$ cat config.mk
export PLATFORM = sky130hd
export DESIGN_NAME = regras_defuzzificador
export DESIGN_NICKNAME = d
export VERILOG_FILES = /design/src/rtl/regras_defuzzificador.sv
export SDC_FILE = /design/constraint.sdc
export NUM_CORES = 1
export LEC_CHECK = 0
export ABC_AREA = 1
export CAP_MARGIN = 25
export CORE_UTILIZATION = 25
export CTS_CLUSTER_DIAMETER = 150
export CTS_CLUSTER_SIZE = 24
export DETAILED_ROUTE_END_ITERATION = 7
export GPL_ROUTABILITY_DRIVEN = 0
export HOLD_SLACK_MARGIN = 0.15
export PLACE_DENSITY = 0.38
export SYNTH_ARGS = -nofsm -noshare
export SYNTH_HDL_FRONTEND = slang
export SYNTH_SLANG_ARGS = --single-unit
export TNS_END_PERCENT = 1
$ cat constraint.sdc
create_clock -name clk -period 8.4 [get_ports clk]
set_clock_uncertainty 0.2 [all_clocks]
set_input_delay 1.68 -clock clk [delete_from_list [all_inputs] [get_ports clk]]
set_output_delay 1.68 -clock clk [all_outputs]
set_load 0.03 [all_outputs]
$ cat src/rtl/regras_defuzzificador.sv
// Fuzzy rule consumer: min/max aggregation of rule firing strengths per output term,
// then singleton weighted-average defuzzification through a bit-serial signed divider.
//
// state    | meaning
// A_IDLE   | waiting for a Start code, rules and END ignored
// A_ACCUM  | frame open, rules max-aggregated into agg
// D_IDLE   | divider free
// D_RUN    | one restoring-division step per cycle
// D_OUT    | quotient sign-corrected and registered to out_val
// D_ZERO   | zero denominator, publishes 0 next cycle
module regras_defuzzificador #(
  parameter int MU_W  = 8,
  parameter int OUT_W = 8,
  parameter int S_NEG = -100,
  parameter int S_ZE  = 0,
  parameter int S_POS = 100
) (
  input  logic              clk,
  input  logic              rst,
  input  logic              en,
  input  logic [5:0]        rule_code,
  input  logic [3*MU_W-1:0] mu_e,
  input  logic [3*MU_W-1:0] mu_de,
  output logic [OUT_W-1:0]  out_val,
  output logic              out_valid,
  output logic              busy,
  output logic              overrun,
  output logic              code_err
);

  localparam int NW = MU_W + OUT_W + 2;
  localparam int DW = MU_W + 2;
  localparam int CW = $clog2(NW + 1);

  localparam logic [NW-1:0] S_NEG_W = NW'(S_NEG);
  localparam logic [NW-1:0] S_ZE_W  = NW'(S_ZE);
  localparam logic [NW-1:0] S_POS_W = NW'(S_POS);

  typedef enum logic {A_IDLE, A_ACCUM} acc_state_t;
  typedef enum logic [1:0] {D_IDLE, D_RUN, D_OUT, D_ZERO} div_state_t;

  acc_state_t              acc_state_q, acc_state_d;
  div_state_t              div_state_q, div_state_d;
  logic [2:0][MU_W-1:0]    agg_q, agg_d;
  logic [NW-1:0]           quo_q, quo_d;
  logic [DW-1:0]           rem_q, rem_d;
  logic [DW-1:0]           den_q, den_d;
  logic                    neg_q, neg_d;
  logic [CW-1:0]           cnt_q, cnt_d;
  logic [OUT_W-1:0]        out_val_q, out_val_d;
  logic                    out_valid_q, out_valid_d;
  logic                    overrun_q, overrun_d;
  logic                    code_err_q, code_err_d;

  logic                    is_start, is_end, is_rule, rule_bad;
  logic [1:0]              idx_i, idx_j, cons;
  logic [2:0]              ij_sum;
  logic [MU_W-1:0]         mu_i, mu_j, w, agg_cur;
  logic [NW-1:0]           num, num_abs, quo_neg;
  logic [DW-1:0]           den;
  logic [DW:0]             shifted;
  logic [DW+1:0]           diff;
  logic                    div_busy;

  // Weight times signed singleton; weights are unsigned so they are zero-extended.
  function automatic logic [NW-1:0] wprod(input logic [MU_W-1:0] wt, input logic [NW-1:0] s);
    logic signed [NW-1:0] ws;
    logic signed [NW-1:0] ss;
    ws = $signed({{(NW-MU_W){1'b0}}, wt});
    ss = $signed(s);
    return NW'(ws * ss);
  endfunction

  always_comb begin
    is_start = (rule_code == 6'b010000);
    is_end   = (rule_code == 6'b100000);
    is_rule  = (rule_code[5:4] == 2'b00);
    idx_i    = rule_code[3:2];
    idx_j    = rule_code[1:0];
    rule_bad = (idx_i == 2'd3) || (idx_j == 2'd3);
    case (idx_i)
      2'd0:    mu_i = mu_e[0 +: MU_W];
      2'd1:    mu_i = mu_e[MU_W +: MU_W];
      default: mu_i = mu_e[2*MU_W +: MU_W];
    endcase
    case (idx_j)
      2'd0:    mu_j = mu_de[0 +: MU_W];
      2'd1:    mu_j = mu_de[MU_W +: MU_W];
      default: mu_j = mu_de[2*MU_W +: MU_W];
    endcase
    w      = (mu_i < mu_j) ? mu_i : mu_j;
    ij_sum = {1'b0, idx_i} + {1'b0, idx_j};
    cons   = (ij_sum < 3'd2) ? 2'd0 : ((ij_sum == 3'd2) ? 2'd1 : 2'd2);
    case (cons)
      2'd0:    agg_cur = agg_q[0];
      2'd1:    agg_cur = agg_q[1];
      default: agg_cur = agg_q[2];
    endcase
    num     = wprod(agg_q[0], S_NEG_W) + wprod(agg_q[1], S_ZE_W) + wprod(agg_q[2], S_POS_W);
    num_abs = num[NW-1] ? (~num + NW'(1)) : num;
    den     = {2'b00, agg_q[0]} + {2'b00, agg_q[1]} + {2'b00, agg_q[2]};
    shifted = {rem_q, quo_q[NW-1]};
    diff    = {1'b0, shifted} - {2'b00, den_q};
    quo_neg = ~quo_q + NW'(1);
    div_busy = (div_state_q == D_RUN) || (div_state_q == D_OUT);
  end

  always_comb begin
    acc_state_d = acc_state_q;
    div_state_d = div_state_q;
    agg_d       = agg_q;
    quo_d       = quo_q;
    rem_d       = rem_q;
    den_d       = den_q;
    neg_d       = neg_q;
    cnt_d       = cnt_q;
    out_val_d   = out_val_q;
    out_valid_d = 1'b0;
    overrun_d   = overrun_q;
    code_err_d  = code_err_q;

    case (div_state_q)
      D_RUN: begin
        if (!diff[DW+1]) begin
          rem_d = diff[DW-1:0];
          quo_d = {quo_q[NW-2:0], 1'b1};
        end else begin
          rem_d = shifted[DW-1:0];
          quo_d = {quo_q[NW-2:0], 1'b0};
        end
        cnt_d = cnt_q - CW'(1);
        if (cnt_q == CW'(1)) div_state_d = D_OUT;
      end
      D_OUT: begin
        out_val_d   = neg_q ? quo_neg[OUT_W-1:0] : quo_q[OUT_W-1:0];
        out_valid_d = 1'b1;
        div_state_d = D_IDLE;
      end
      D_ZERO: begin
        out_val_d   = '0;
        out_valid_d = 1'b1;
        div_state_d = D_IDLE;
      end
      default: ;
    endcase

    // The accumulator only moves on qualified codes; the divider above runs regardless.
    if (en) begin
      case (acc_state_q)
        A_IDLE: begin
          if (is_start) begin
            agg_d       = '0;
            acc_state_d = A_ACCUM;
          end
        end
        default: begin
          if (is_start) begin
            agg_d = '0;
          end else if (is_end) begin
            acc_state_d = A_IDLE;
            if (div_busy) begin
              overrun_d = 1'b1;
            end else if (den == '0) begin
              div_state_d = D_ZERO;
            end else begin
              div_state_d = D_RUN;
              quo_d       = num_abs;
              rem_d       = '0;
              den_d       = den;
              neg_d       = num[NW-1];
              cnt_d       = CW'(NW);
            end
          end else if (is_rule) begin
            if (rule_bad) begin
              code_err_d = 1'b1;
            end else if (w > agg_cur) begin
              case (cons)
                2'd0:    agg_d[0] = w;
                2'd1:    agg_d[1] = w;
                default: agg_d[2] = w;
              endcase
            end
          end
        end
      endcase
    end
  end

  always_ff @(posedge clk or posedge rst) begin
    if (rst) begin
      acc_state_q <= A_IDLE;
      div_state_q <= D_IDLE;
      agg_q       <= '0;
      quo_q       <= '0;
      rem_q       <= '0;
      den_q       <= '0;
      neg_q       <= 1'b0;
      cnt_q       <= '0;
      out_val_q   <= '0;
      out_valid_q <= 1'b0;
      overrun_q   <= 1'b0;
      code_err_q  <= 1'b0;
    end else begin
      acc_state_q <= acc_state_d;
      div_state_q <= div_state_d;
      agg_q       <= agg_d;
      quo_q       <= quo_d;
      rem_q       <= rem_d;
      den_q       <= den_d;
      neg_q       <= neg_d;
      cnt_q       <= cnt_d;
      out_val_q   <= out_val_d;
      out_valid_q <= out_valid_d;
      overrun_q   <= overrun_d;
      code_err_q  <= code_err_d;
    end
  end

  assign out_val   = out_val_q;
  assign out_valid = out_valid_q;
  assign busy      = div_busy;
  assign overrun   = overrun_q;
  assign code_err  = code_err_q;

endmodule

# After elaboration in Yosys (flattened, before gate mapping)
# Cells that the tools add are included.
# Widths: inputs -> output; s select.
dict set report word_totals {
  register_bits 82
}
dict set report classes {
  n_addsub 8
  mul 2
  n_lt_le_gt_ge 3
  n_eq_ne 15
  n_mux 55
  n_bitwise 6
  n_reduce_logical 21
}
# cell count
set ops {}
lappend ops {{$mux 24} 7}
lappend ops {{$mux 18} 8}
lappend ops {{$mux 10} 8}
lappend ops {{$pmux 8 s2} 4}
lappend ops {{$mux 8} 5}
lappend ops {{$mux 5} 7}
lappend ops {{$reduce_and 7->1} 3}
lappend ops {{$add 17x16->18} 1}
lappend ops {{$add 18x1->18 const B} 1}
lappend ops {{$mux 2} 9}
lappend ops {{$not 18->18} 1}
lappend ops {{$mul 9x6->15 const B} 1}
lappend ops {{$mul 8x5->13 const B} 1}
lappend ops {{$reduce_and 6->1} 2}
lappend ops {{$reduce_bool 2->1} 6}
lappend ops {{$sub 11x10->12} 1}
lappend ops {{$add 9x8->10} 1}
lappend ops {{$logic_not 10->1} 1}
lappend ops {{$add 8x8->9} 1}
lappend ops {{$add 8x1->8 const B} 1}
lappend ops {{$eq 2x1->1 const B} 4}
lappend ops {{$eq 2x2->1 const B} 4}
lappend ops {{$gt 8x8->1} 1}
lappend ops {{$logic_not 2->1} 4}
lappend ops {{other kinds (17)} 28}

# Longest topological paths before layout
# Gate-level depths: netlist (run 1).
dict set report logic_depth {
  ltp_word 13
  ltp_mapped 29
}

# Least setup slack after synthesis (run 1)
# No wires, ideal clock.
dict set report synth_path {
  path_type {in2reg}
  start {input port rule_code[1]}
  end {register agg_q[5] (netlist name)}
  arrival_time_ps 5013
  t_required_ps 8081
  setup_slack_ps 3068
  cell_stages 22
  cell_sequence {inv_2 -> buf_2 -> o22ai_1 -> o21bai_1 -> ha_1 -> a21oi_1 -> nor2_1 -> a211oi_1 -> nand3_1 -> and2_1 -> ha_1 -> nand2_1 -> o21ai_0 -> nand2_1 -> o211ai_1 -> o21ai_0 -> nand2_1 -> nand2_1 -> nor2_4 -> inv_2 -> nand2_1 -> nand2_1}
}
dict set report synth_via {
  elab_chain_len 11
}
# element line_no
set synth_rtl {}
lappend synth_rtl {{from (decl)} 21} ;# input logic [5:0] rule_code,
lappend synth_rtl {{parallel branches: the longest is 11 deep, another holds $gt 8x8->1} --}
lappend synth_rtl {{to (signal assigned)} 206} ;# agg_q <= agg_d;
lappend synth_rtl {{to (decl)} 44} ;# logic [2:0][MU_W-1:0] agg_q, agg_d;
# Parallel ways; which one is timed is not known. The select of a mux whose other input is x is not followed.
# A chain may end at the register's enable or synchronous reset.

# Worst setup path after layout (run 1)
dict set report layout_path {
  start {input port rule_code[2]}
  end {register agg_q[0] (netlist name)}
}
dict set report layout_via {
  elab_chain_len 11
}
# element
set layout_rtl {}
lappend layout_rtl {{parallel branches: the longest is 11 deep, another holds $gt 8x8->1}}
# Parallel ways; which one is timed is not known. The select of a mux whose other input is x is not followed.

==> results of run 1 <==
## state kept, by name, indices dropped and copies added, names as in the netlist
name / flops
acc_state_q: 1
agg_q: 24
cnt_q: 5
code_err: 1
den_q: 10
div_state_q: 2
neg_q: 1
out_val: 8
out_valid: 1
overrun: 1
quo_q: 18
rem_q: 10
## worst paths after layout
path	cells after the start	slack, ns	to
worst max-delay path	23	2.05	agg_q[0]
worst min-delay path	1	0.27	code_err
worst max register to register	27	2.56	quo_q[11]
worst min register to register	1	0.27	code_err
max in group asynchronous	3	5.39	agg_q[15]
min in group asynchronous	2	1.47	out_val[2]
## stage by stage
stage / hold slack [ns] / cell area, um^2 / setup slack, ns / power, uW
after floorplan: 0.253 / 8490 / 3.07 / 2030
after global placement: 0.264 / 9640 / 1.83 / 2520
after detailed placement: 0.259 / 9640 / 1.75 / 2500
after CTS: 0.274 / 9950 / 2.11 / 2950
after global routing: 0.299 / 9950 / 1.52 / 3260
final: 0.269 / 9950 / 2.05 / 2900
## kinds of logic (layout without fill, tap and decap cells)
group,count (synthesis),count (layout)
compound gates,193,193
xor+xnor,42,42
fa+ha+maj,139,139
buf+inv,210,276
flops,82,82
simple gates,496,496
## area by class of cell
type                       instances  area (um^2)  area share
multi-input combinational        870         5610       0.564
sequential                        82         2050       0.206
inverter                         189          711      0.0714
timing repair buffer              71          703      0.0707
tap                              448          561      0.0563
clock buffer                      10          239      0.0240
clock inverter                     6         72.6     0.00729
## power by group through the flow
stage	clock network, uW	logic, uW	registers (uW)
final	427	1870	599
after global routing	459	2180	616
after CTS	444	1910	602
after detailed placement	0	1890	608
after global placement	0	1900	611
after floorplan	0	1410	620
## layer usage
metal	GRT usage	vias to the layer above
met1	0.196	3407
met4	0.0177	0
li1	-	3946
met2	0.239	85
met5	0	-
met3	0.0183	9
## synth_stat cells
cell and number:
fa_1 27, and2_1 9, nand2_2 5, o21bai_1 10
nor3_1 6, clkbuf_1 12, clkinv_1 1, nand3_1 59
o21ai_0 48, o32ai_1 1, a31oi_2 1, o31ai_1 3
inv_1 178, o22ai_1 13, o221ai_1 9, a21boi_1 1
xnor2_1 19, buf_4 2, a31o_2 2, nand4_1 36
nor3_4 1, a31oi_1 6, nor2_1 73, dfrtp_1 82
buf_2 4, nor4_1 1, ha_1 112, o211ai_1 15
a21oi_1 63, o21ai_1 10, nand2_1 289, a211oi_1 3
buf_6 3, a21o_1 2, nor2_2 1, xor2_1 23
or2_2 5, inv_2 10, nand3b_1 5, o21a_1 6
nor2_4 6
## worst register-to-register path: cells and delay by family (launching register included)
kind	cells	cell delay, ns
buffers and inverters	6	0.65
flip-flops	1	0.56
AND/OR/NAND/NOR	10	0.98
AO/OA/AOI/OAI	4	0.77
XOR/XNOR	1	0.26
adder cells (fa/ha/maj)	6	2.32
==> summary by stage, run 1 <==
Drt
The detailed router finished its first iteration with 276 violations. The first TritonRoute pass finished after 5 iterations. Summing over every cut layer, the via total after detailed routing is 7,447. The detail-routed net length per standard cell is 14.2 um. The met2 routed wirelength is 11,200 um.

Detailed routing placed a total of 574 um of wire on met3. The routed via count divided by cell count is 4.44. The highest metal layer carrying signal wires in the routed design is met4. The remaining antenna violation count after routing is 0. After detailed routing, the total wire length is 23,800 um.

The number of remaining DRC errors is 0. The met1 routed wirelength after detailed routing is 12,000 um.

Worst setup path
The cell family contributing the most delay on the critical path is simple AND/OR/NAND/NOR gates. The critical path buffer and inverter count is 4. The worst path required time is 8.43 ns. STA classifies the critical path endpoint as a flop.

Data on the critical path arrives at its endpoint at 6.38 ns. Traced cell by cell, the critical path runs through clkdlybuf4s50_1, inv_1, nor2_1, inv_1, o21a_1, ha_1, a21oi_1, nor2_1, a211oi_1, nand3_1, and2_1, ha_1, nand2_1, o21ai_0, nand2_1, o211ai_1, o21ai_0, nand2_1, nand2_1, nor2_4, inv_2, nand2_1, nand2_1. The startpoint class of the critical path is an input port. The delay of the slowest cell on the worst path is 0.80 ns. The master of the slowest instance on the critical path is a211oi_1. The kind of critical path is in -> reg. The worst register-to-register path begins at agg_q[5].

Of all nets on the critical path, the largest fanout is 9. The dominant cell type by count on the critical path is nand2_1. The launch point of the critical path is rule_code[2].

Synth
The post-synthesis net count is 1,358. The portion of synthesized area spent on multiplexers is 0. The count of mapped cells out of synthesis is 1,162. The register bit count reported by yosys is 82. The total number of yosys warnings is 0. The share of synthesized area occupied by flip-flops and latches is 0.242. The count of distinct cell types in the synthesized netlist is 41.

Of the total synthesized cell area, the portion taken by AND, OR, NAND and NOR gates is 0.255. Of the post-synthesis cell area, the dominant cell type holds 0.242. Summing every instance area after synthesis gives 0.00849 mm^2.

The adder and majority cell fraction of the synthesized area is 0.229. The post-synthesis average cell area is 7.31 um^2. The area fraction in compound gates after synthesis is 0.135. The largest family of logic cells by synthesized area is simple AND/OR/NAND/NOR gates. Yosys attributes the largest share of cell area to dfrtp_1 (24%), ha_1 (17%), nand2_1 (13%), inv_1 (7.9%), fa_1 (6.4%). The biggest area contributor in the post-synthesis netlist is dfrtp_1. The post-synthesis share of cell area spent on xor and xnor gates is 0.0433.

Floorplan
After floorplanning, the core was sized to cover 0.0334 mm^2. During I/O placement, the number of pins put on the boundary was 69. The cell row count is 67. The floorplan die area is 0.0347 mm^2. Measured along the x axis, the die boundary spans 186 um. Measured along the y axis, the die boundary spans 186 um. The initial utilization of the core area, before any placement, comes to 0.254.

Global route
For this run, the total global-route usage over all layers was measured as 0.142. The number of antenna violations at the first check in global routing is 0. The global-route congestion overflow total is 0. The global-route wire length before repair is 38,600 um. Entering global routing, the biggest net connects 56 pins. The number of global-route vias before repair is 7,315.

Timing
Static timing analysis puts the maximum clock frequency at 157 MHz. At the pin with the least slew margin, the transition time is 1.02 ns. The number of pins exceeding their max-slew limit in the final report was 0. The clock period minus final worst setup slack is 6.35 ns. Headroom to the max-slew limit came out at 0.316. Of the available clock period, the critical path in the final layout requires 0.756. The setup TNS is 0 ns.

Setup repair after global routing left no endpoint under its margin. Setup violations remaining at the end of the flow were counted as 0. The hold violation total from the final report was 0.

Clock tree
After clock tree synthesis, the repair step resized 0 gates. Counting along the longest clock path gives a buffer depth of 2. The sink count of the clock tree is 82. The number of setup buffers added after CTS is 0. The clock slew at the register clock pins of the worst setup and hold paths is 0.07 ns.

The H-tree generated during clock tree synthesis spans 3 levels. The library cell used as clock root buffer is clkbuf_16. The CTS buffer count is 9. The number of hold buffers added after CTS is 0. The later-pin clock latency in the skew report is 0.34 ns.

TritonCTS built the clock tree.

Power
The power share of the combinational group is 0.646. IR analysis of the VDD net gives a maximum drop of 0.000106 V. The internal power of the cells is 1450 uW. The share of total power dissipated in the clock network is 0.147. Of the total power, registers draw 0.207. The switching share of total power is 0.498.

The analysis attributes to net switching a power of 1440 uW. For this design the ratio of total power to cell area is 291 mW/mm^2. The leakage power figure is 0.00511 uW.

Run status
The run finished with clean final reports.

Min path
The type of the worst min-delay path is reg -> reg. The start point of the worst hold path is code_err.

Placement
The count of port buffers added during placement is 68. The number of placed instances, taps included, is 1,660. Detailed placement finished with a half-perimeter wire length of 19,600 um.

Final layout
Once layout is complete, the utilization of the core stands at 0.298. The fraction of final layout cells sized beyond drive strength 1 is 0.0415. Leaving out fill and tap cells, the most frequent cell in the layout is nand2_1.

The layout filler cell count is 3,690. The number of antenna diodes is 0. The finished layout holds 1,676 standard cells, fillers aside. From synthesis to final layout, the design area changed by 17.2%. In the layout the commonest cells are nand2_1 (289), inv_1 (177), ha_1 (112), dfrtp_1 (82), nor2_1 (73). The final net count is 1,419.

Run
Across the run, the number of max-cap violations was 0.
Note: power is estimated with default switching activity, not from simulation.
==> run 2, diff against run 1 <==
==> constraint.sdc (replaced) <==
create_clock -name clk -period 6.6 [get_ports clk]
set_clock_uncertainty 0.2 [all_clocks]
set_input_delay 1.32 -clock clk [delete_from_list [all_inputs] [get_ports clk]]
set_output_delay 1.32 -clock clk [all_outputs]
set_load 0.03 [all_outputs]
==> summary by stage, run 2 (same netlist as run 1, synthesis figures left out) <==
Floorplan
The floorplan step defined a die boundary enclosing 0.0347 mm^2. The floorplan has 67 rows. From left edge to right edge, the die measures 186 um. The boundary pin count is 69.

For this configuration, the core starts out at a cell density of 0.254. The core area is 0.0334 mm^2. In this run the vertical extent of the chip is 186 um.

Worst setup path
Data arrives at the worst endpoint at 5.66 ns. The maximum fanout along the worst path is 13. The largest individual stage delay along the critical path comes from the cell fa_1. Among cell families on the critical path, the largest total delay comes from adder cells. STA classifies the critical path startpoint as a flop.

The critical path is of the reg -> reg type. On the worst path, the slowest cell contributes a delay of 0.55 ns. The worst path required time is 6.66 ns. The critical path contains buffers and inverters numbering 5 combined. The worst setup path is captured at a flop.

By instance count, the cell type seen most on the critical path is nand2_1.

Power
In this run the static leakage power is 0.00510 uW. The ratio of total power to cell area is 368 mW/mm^2. The peak ir drop on the vdd network is 0.000139 V.

Clock tree
The level count of the clock H-tree is 3. The number of gates resized after CTS was 0. Hold repair after CTS inserted 0 buffers. The clock slew at the register clock pins of the worst setup and hold paths is 0.07 ns. The later-pin clock latency in the skew report is 0.34 ns. In this run, CTS created clock tree buffers numbering 9. The TritonCTS clock tree is built.

The number of setup buffers added after CTS is 0. Counting every sink on the clock net gives 82. The library cell used as clock root buffer is clkbuf_16. The number of buffers on the longest clock path is 2.

Global route
The overall global routing resource usage is 0.142. The number of global-route vias before repair is 7,395. The global-route congestion overflow total is 0.

The first global-routing pass estimated 38,700 um of wire. The number of antenna violations at the first check in global routing is 0. The pin count of the biggest net entering global routing is 68.

Drt
The number of remaining DRC errors is 0. After detailed routing, the number of vias per cell comes to 4.50. The total length of routed wires is 23,800 um.

In the final routed layout, each cell accounts on average for 14.2 um. For this run, the detailed router's first-pass iteration total came to 4. In this run the remaining antenna-violating nets after routing total 0. Across all layers, the routed design uses 7,559 vias. The number of design-rule violations left by the first detailed-router iteration is 384.

Final layout
The number of antenna diodes is 0. The count of placed standard cells in the final layout, fillers left out is 1,678. The largest registers in the layout are agg_q (24), quo_q (18).

The number of flip-flops in the largest register is 24. The fraction of final layout cells sized beyond drive strength 1 is 0.0423. The layout has 3,670 filler cells. The most common cell after layout, fill and taps aside is nand2_1. The register with the most flip-flops in the final layout is agg_q. After routing the design area is 0.00994 mm^2.

Compared with the post-synthesis result, the final layout area differs by 17.1%. The final net count is 1,421. In the layout the commonest cells are nand2_1 (289), inv_1 (177), ha_1 (112), dfrtp_1 (82), nor2_1 (73).

Min path
The tightest min-delay check is of the reg -> reg type.

Timing
The number of pins exceeding their max-slew limit in the final report was 0. The hold violation total from the final report is 0. Setup repair after global routing left no endpoint under its margin. For the pin with the worst max-slew slack, the measured transition is 0.918 ns. In this run the tightest slew margin relative to its limit is 0.388. The setup TNS is 0 ns.

Dividing the final minimum period by the clock period gives 0.848. Based on the critical path, the design can be clocked at up to 179 MHz. Setup violations remaining at the end of the flow were counted as 0. The worst path in the final design needs a cycle of 5.60 ns, including I/O delays and setup.

Run status
The run finished with clean final reports.

Placement
The half-perimeter wire length of the detailed placement result is 19,800 um. Summing all placed instances gives a cell area of 0.00966 mm^2. The cell count after placement is 1,662. The count of port buffers added during placement is 68.

Run
The number of max-capacitance violations reported is 0.
==> run 2: cell count changes in the layout (fill, tap and decap cells not counted), sizes merged <==
cell	delta
clkbuf	+1
clkinv	+1
buf	+2
inv	-3
clkinvlp	+2
bufinv	-1
==> run 2: metal layers <==
metal,share of wire,track usage
met4,0.0084,0.0239
met2,0.49,0.244
met5,0,0
met1,0.48,0.194
met3,0.025,0.0156
==> run 2: path summary, 6_finish.rpt <==
kind | startpoint | endpoint | slack [ns] | cells past startpoint
max | agg_q[5] | quo_q[9] | 1.00 | 25
min | code_err | code_err | 0.28 | 1
max reg2reg | agg_q[5] | quo_q[9] | 1.00 | 25
min reg2reg | code_err | code_err | 0.28 | 1
max in group asynchronous | rst | agg_q[20] | 3.96 | 3
min in group asynchronous | rst | out_val[5] | 1.03 | 2
==> run 2: area by class of cell <==
| class | instances | area [um^2] | share of cell area |
|---|---|---|---|
| clock buffers | 11 | 243 | 0.0244 |
| repair buffers | 73 | 718 | 0.0723 |
| clock inverters | 5 | 40.0 | 0.00403 |
| well taps | 448 | 561 | 0.0564 |
| flip-flops and latches | 82 | 2050 | 0.206 |
| inverters | 189 | 711 | 0.0715 |
| multi-input cells | 870 | 5610 | 0.565 |
==> run 2: metrics by stage <==
stage	setup slack, ns	hold slack (ns)	utilization	power, uW
4_1_cts	0.922	0.280	0.297	3720
6_report	1.00	0.275	0.297	3660
3_5_place_dp	0.881	0.262	0.289	3200
5_1_grt	0.461	0.313	0.297	4100
3_3_place_gp	0.838	0.261	0.289	3220
2_1_floorplan	1.58	0.253	-	2580
==> run 2: report_power, final <==
part | switching (uW) | leakage, uW | total, uW | internal [uW]
sequential | 119 | 0.00102 | 761 | 642
clock | 222 | 0.000128 | 490 | 267
combinational | 1500 | 0.00395 | 2410 | 907
total | 1840 | 0.00510 | 3660 | 1820
